### src/rtl/dmem_lsu.sv
// Load/store unit between the RV32I memory stage and a 1-cycle-latency word RAM.
// One request in flight; stores/errors answer in T+1, loads in T+2.

module dmem_lsu_lane #(
    parameter int IDX = 0
) (
    input  logic [2:0]  f3,
    input  logic [1:0]  off,
    input  logic [31:0] wdata,
    output logic        mask,
    output logic [7:0]  data
);
    localparam logic [1:0] LANE = 2'(IDX);

    always_comb begin
        mask = 1'b0;
        data = wdata[8*IDX +: 8];
        case (f3[1:0])
            2'b00: begin
                mask = (off == LANE);
                data = wdata[7:0];
            end
            2'b01: begin
                mask = (off[1] == LANE[1]);
                data = wdata[8*(IDX%2) +: 8];
            end
            2'b10: mask = 1'b1;
            default: mask = 1'b0;
        endcase
    end
endmodule

module dmem_lsu #(
    parameter  int DEPTH = 512,
    localparam int AW    = $clog2(DEPTH*4)
) (
    input  logic          clk,
    input  logic          rst_i,
    input  logic          req_valid_i,
    output logic          req_ready_o,
    input  logic          req_we_i,
    input  logic [2:0]    req_funct3_i,
    input  logic [31:0]   req_addr_i,
    input  logic [31:0]   req_wdata_i,
    output logic          rsp_valid_o,
    input  logic          rsp_ready_i,
    output logic [31:0]   rsp_rdata_o,
    output logic          rsp_err_o,
    output logic [AW-1:0] mem_addr_o,
    output logic [31:0]   mem_wr_data_o,
    output logic [3:0]    mem_bytemask_o,
    output logic          mem_write_en_o,
    output logic          mem_read_en_o,
    input  logic [31:0]   mem_rd_data_i
);
    typedef enum logic [1:0] {IDLE, RD_WAIT, RESP} state_t;
    typedef struct packed {
        logic [31:0] rdata;
        logic        err;
    } rsp_t;

    state_t      state, state_nx;
    rsp_t        rsp_q;
    logic [1:0]  off_q;
    logic [2:0]  f3_q;
    logic        hs, err, misal, oor, bad_f3;
    logic [3:0]  lane_mask;
    logic [31:0] lane_data;
    logic [7:0]  rd_byte;
    logic [15:0] rd_half;
    logic [31:0] rd_ext;

    assign misal  = (req_funct3_i[1:0] == 2'b01 && req_addr_i[0]) ||
                    (req_funct3_i[1:0] == 2'b10 && req_addr_i[1:0] != 2'b00);
    assign oor    = (req_addr_i >= 32'(DEPTH*4));
    assign bad_f3 = req_we_i ? (req_funct3_i[2] || req_funct3_i[1:0] == 2'b11)
                             : (req_funct3_i[1:0] == 2'b11 || req_funct3_i == 3'b110);
    assign err    = misal || oor || bad_f3;
    assign hs     = req_valid_i && req_ready_o;

    for (genvar i = 0; i < 4; i++) begin : g_lane
        dmem_lsu_lane #(.IDX(i)) u_lane (
            .f3    (req_funct3_i),
            .off   (req_addr_i[1:0]),
            .wdata (req_wdata_i),
            .mask  (lane_mask[i]),
            .data  (lane_data[8*i +: 8])
        );
    end

    always_ff @(posedge clk) begin
        if (rst_i) state <= IDLE;
        else       state <= state_nx;
    end

    always_comb begin
        state_nx = state;
        case (state)
            IDLE:    if (hs) state_nx = (req_we_i || err) ? RESP : RD_WAIT;
            RD_WAIT: state_nx = RESP;
            RESP:    if (rsp_ready_i) state_nx = IDLE;
            default: state_nx = IDLE;
        endcase
    end

    always_comb begin
        req_ready_o    = (state == IDLE) && !rst_i;
        rsp_valid_o    = (state == RESP);
        rsp_rdata_o    = rsp_q.rdata;
        rsp_err_o      = rsp_q.err;
        mem_addr_o     = req_addr_i[AW-1:0];
        mem_wr_data_o  = lane_data;
        mem_write_en_o = hs && !err && req_we_i;
        mem_read_en_o  = hs && !err && !req_we_i;
        mem_bytemask_o = mem_write_en_o ? lane_mask : 4'b0000;
    end

    // Offset and funct3 are latched at acceptance; RAM data arrives one cycle later.
    assign rd_byte = mem_rd_data_i[{off_q, 3'b000} +: 8];
    assign rd_half = mem_rd_data_i[{off_q[1], 4'b0000} +: 16];

    always_comb begin
        case (f3_q)
            3'b000:  rd_ext = {{24{rd_byte[7]}}, rd_byte};
            3'b100:  rd_ext = {24'h0, rd_byte};
            3'b001:  rd_ext = {{16{rd_half[15]}}, rd_half};
            3'b101:  rd_ext = {16'h0, rd_half};
            default: rd_ext = mem_rd_data_i;
        endcase
    end

    always_ff @(posedge clk) begin
        if (rst_i) begin
            rsp_q <= '0;
            off_q <= '0;
            f3_q  <= '0;
        end else if (state == IDLE && hs) begin
            off_q <= req_addr_i[1:0];
            f3_q  <= req_funct3_i;
            rsp_q <= '{rdata: 32'h0, err: err};
        end else if (state == RD_WAIT) begin
            rsp_q <= '{rdata: rd_ext, err: 1'b0};
        end
    end
endmodule
### config.mk
export PLATFORM = sky130hd
export DESIGN_NAME = dmem_lsu
export DESIGN_NICKNAME = d
export VERILOG_FILES = /design/src/rtl/dmem_lsu.sv
export SDC_FILE = /design/constraint.sdc
export NUM_CORES = 1
export LEC_CHECK = 0
export BUFFER_PORTS_ARGS = -buffer_cell sky130_fd_sc_hd__buf_2
export CAP_MARGIN = 10
export CORE_ASPECT_RATIO = 1.1
export CORE_MARGIN = 3
export CORE_UTILIZATION = 41
export DETAILED_ROUTE_END_ITERATION = 10
export GPL_TIMING_DRIVEN = 0
export PLACE_DENSITY_LB_ADDON = 0.2
export SKIP_CTS_REPAIR_TIMING = 1
export SLEW_MARGIN = 25
export SYNTH_ARGS = -nofsm -noshare
export SYNTH_HDL_FRONTEND = slang
export SYNTH_SLANG_ARGS = --single-unit
### constraint.sdc
create_clock -name clk -period 1.8 [get_ports clk]
set_input_delay 0.09 -clock clk [delete_from_list [all_inputs] [get_ports clk]]
set_output_delay 0.09 -clock clk [all_outputs]
set_load 0.1 [all_outputs]
==> impl_results.md <==
* Fmax at between 500 and 600 MHz
* Row count at 30
* Initial core utilization at between 40% and 50%
* Crit-path leading delay family: simple AND/OR/NAND/NOR gates
* Clk_lat worst skew at approximately 290 ps
* Fraction of layout cells with a size suffix above 1 at slightly below 50%
* Avg WL per Cell at approximately 15 µm
* Status: finished with violations
* Die Y at ~90 µm
* DR vias at approximately 3200
* Max_cap viols at 0
* CTS Sinks at 40
* Critical path required time at around 1700 ps
* Core box area at 6190 µm²
* Cell taking the most area after synthesis: dfxtp_1
* First-pass GRT wire length at 13.7 mm
* GRT overflow at 0
* Crit Path Max Fanout at 4
* CTS tree: done
* PnR worst setup slack at -175 ps
* Mapped cell area at around 2600 µm²
* N_diodes at 0
* Setup TNS at -675 ps
* Largest net degree at the start of global routing at 14
* RSZ-0062 raised after global routing: true
* WS Path Type: reg2out
* Placed insts at 600
* Fin nets at between 600 and 700
* Post-synth top area share at roughly 30%
* Synth Instances at ~340
* Grt peak-use layer: met2
* Period utilisation layout at 110%
* CTS root buffer: clkbuf_8
* Asr flop ratio synth at 0%
* Via density per instance at 5.18
* Worst EP arrival at around 1900 ps
* Final Skew at about 5 ps
* Syn Nets at 448
* Least-Margin Pin Slew at a little over 600 ps
* H-tree levels at 2
* Dpl hpwl at roughly 7 mm
* Worst path max stage delay at 370 ps
* Power Density at 686 nW/µm²
* Critical path capture point type: output pin
* Final GP Congestion at slightly below 0.9
* Synthesized flop and latch total at 40
* Yosys Warn Count at 0
* CP startpoint kind: flip-flop
* GRT met3 Usage at around 5.9%
* Minimum clock period at 1980 ps
* HP Class: in2reg
* Die Area at between 7000 and 8000 µm²
* Slew headroom at 58.5%
* Dominant cells by area after synthesis: dfxtp_1 30%, a21oi_1 9.1%, nand2_1 8.3%
* IO Port Bufs at roughly 180
* Cts bufs inserted at 5
* Vias in the first global route at 2965
* GR Layer Usage met1 at about 25%
* Final WL at just under 9 mm
* Layout Area Growth over Synthesis at 48.4%
* VDD IR-drop max at 0.376 mV
* DR iter-0 viols at ~100
* Post-synth EDFFs at 0
* Die Wd at around 80 µm
* Final setup fails at 5
* Critical path's slowest cell: dfxtp_4
* Leakage power at roughly 0.0018 µW
* Antenna violations before repair at 0
* TritonRoute pass-1 iters at 4
* Most numerous cell in the Yosys netlist: nand2_1
* DRC Markers at 0
* Post-synth top flop: dfxtp_1
* CTS max path bufs at 2
* Io pins at 188
* Bufs and invs on worst path at 1
* Routed Antenna Nets at 0
* Post-synthesis cell type count at 42
* Top cells by count, synth: 58 x nand2_1, 48 x a21oi_1, 40 x dfxtp_1
* Seq/Total Area, Yosys at a little under a third
* Post-Syn Area per Cell at ~7.7 µm²
* Final non-filler cell total at just over 600
* Clk slew on worst S/H paths at ~80 ps
* Fin. Hold Viols at 0
* GRT Util Overall at roughly 23%
* Worst-path cell chain: nor4b_4, nand4b_1, nor4_4, nor2b_4, buf_12
* Met2 usage at 41.4%
* Slew Viols, Final at 0
* Failing checks: setup timing
## flip-flops by register name (all words and copies together) (netlist names)
register and flops:
rsp_rdata_o 32, off_q 2, state 2, f3_q 3, rsp_err_o 1
## layout make-up
type	instances	area [µm²]
Buffer	41	250
Fill cell	600	2290
Tap cell	80	100
Inverter	4	15.0
Sequential cell	40	806
Multi-Input combinational cell	258	1660
Timing Repair Buffer	178	968
Clock buffer	5	68.8
Clock inverter	3	42.5
## worst register-to-register path: stages (launching register included)
cell      delay [ps]
dfxtp_1          310
buf_2            180
buf_2            300
mux2i_1          340
nor2_1            70
o211ai_1         180
o211ai_1         120
## routing by layer
metal | wire [µm] | up-vias | part of all wire (%)
li1 | - | 1567 | -
met1 | 3250 | 1433 | 37
met4 | 171 | 0 | 1.9
met2 | 4590 | 137 | 52
met3 | 848 | 15 | 9.6
met5 | 0 | - | 0
## cells by family after synthesis
family,Yosys count,synth area share (%)
and+or+nand+nor,120,22.9
AOI/OAI and AO/OA,103,22.0
buffers and inverters,46,10.1
DFF,40,30.4
muxes,35,14.6
## power by group
part	switching [µW]	internal [µW]
combinational	785	268
clock	316	410
sequential	8.76	892
## stage by stage
step | power [µW] | utilization, % | hold slack [ps] | setup slack, ps | area [µm²]
floorplan | 1730 | - | 226 | -309 | 2700
global placement | 1960 | 59.5 | 362 | -170 | 3680
detailed placement | 1970 | 59.5 | 372 | -265 | 3680
CTS | 2690 | 61.3 | 55.9 | -590 | 3790
global route | 2780 | 63.1 | 63.6 | -247 | 3910
finish | 2680 | 63.1 | 59.1 | -175 | 3910
## worst paths after layout
check / start / end / slack [ps] / cells after the start
min: mem_rd_data_i[20] / rsp_rdata_o[20] / 60 / 3
max reg2reg: off_q[1] / rsp_rdata_o[0] / 170 / 6
min reg2reg: rsp_rdata_o[10] / rsp_rdata_o[10] / 440 / 2
max: state[1] / mem_bytemask_o[2] / -180 / 5
## cells in the final DEF (no fill, tap or decap), types with 3 or more instances in the layout
master and count:
nor4_1 4, o21ai_0 22, a21oi_1 48, dfxtp_1 38, buf_4 22, nor2_1 11, mux2_2 17, nor2b_4 3
o21ai_1 10, nand2b_1 3, or3_1 5, o21ai_2 6, buf_12 4, nand2_1 58, mux2i_1 16, buf_2 179
inv_1 4, buf_6 3, nor2b_1 12, o211ai_1 4, clkbuf_1 8, clkbuf_8 5, nor3_1 10
No activity file was read; power rests on OpenSTA's default activity.
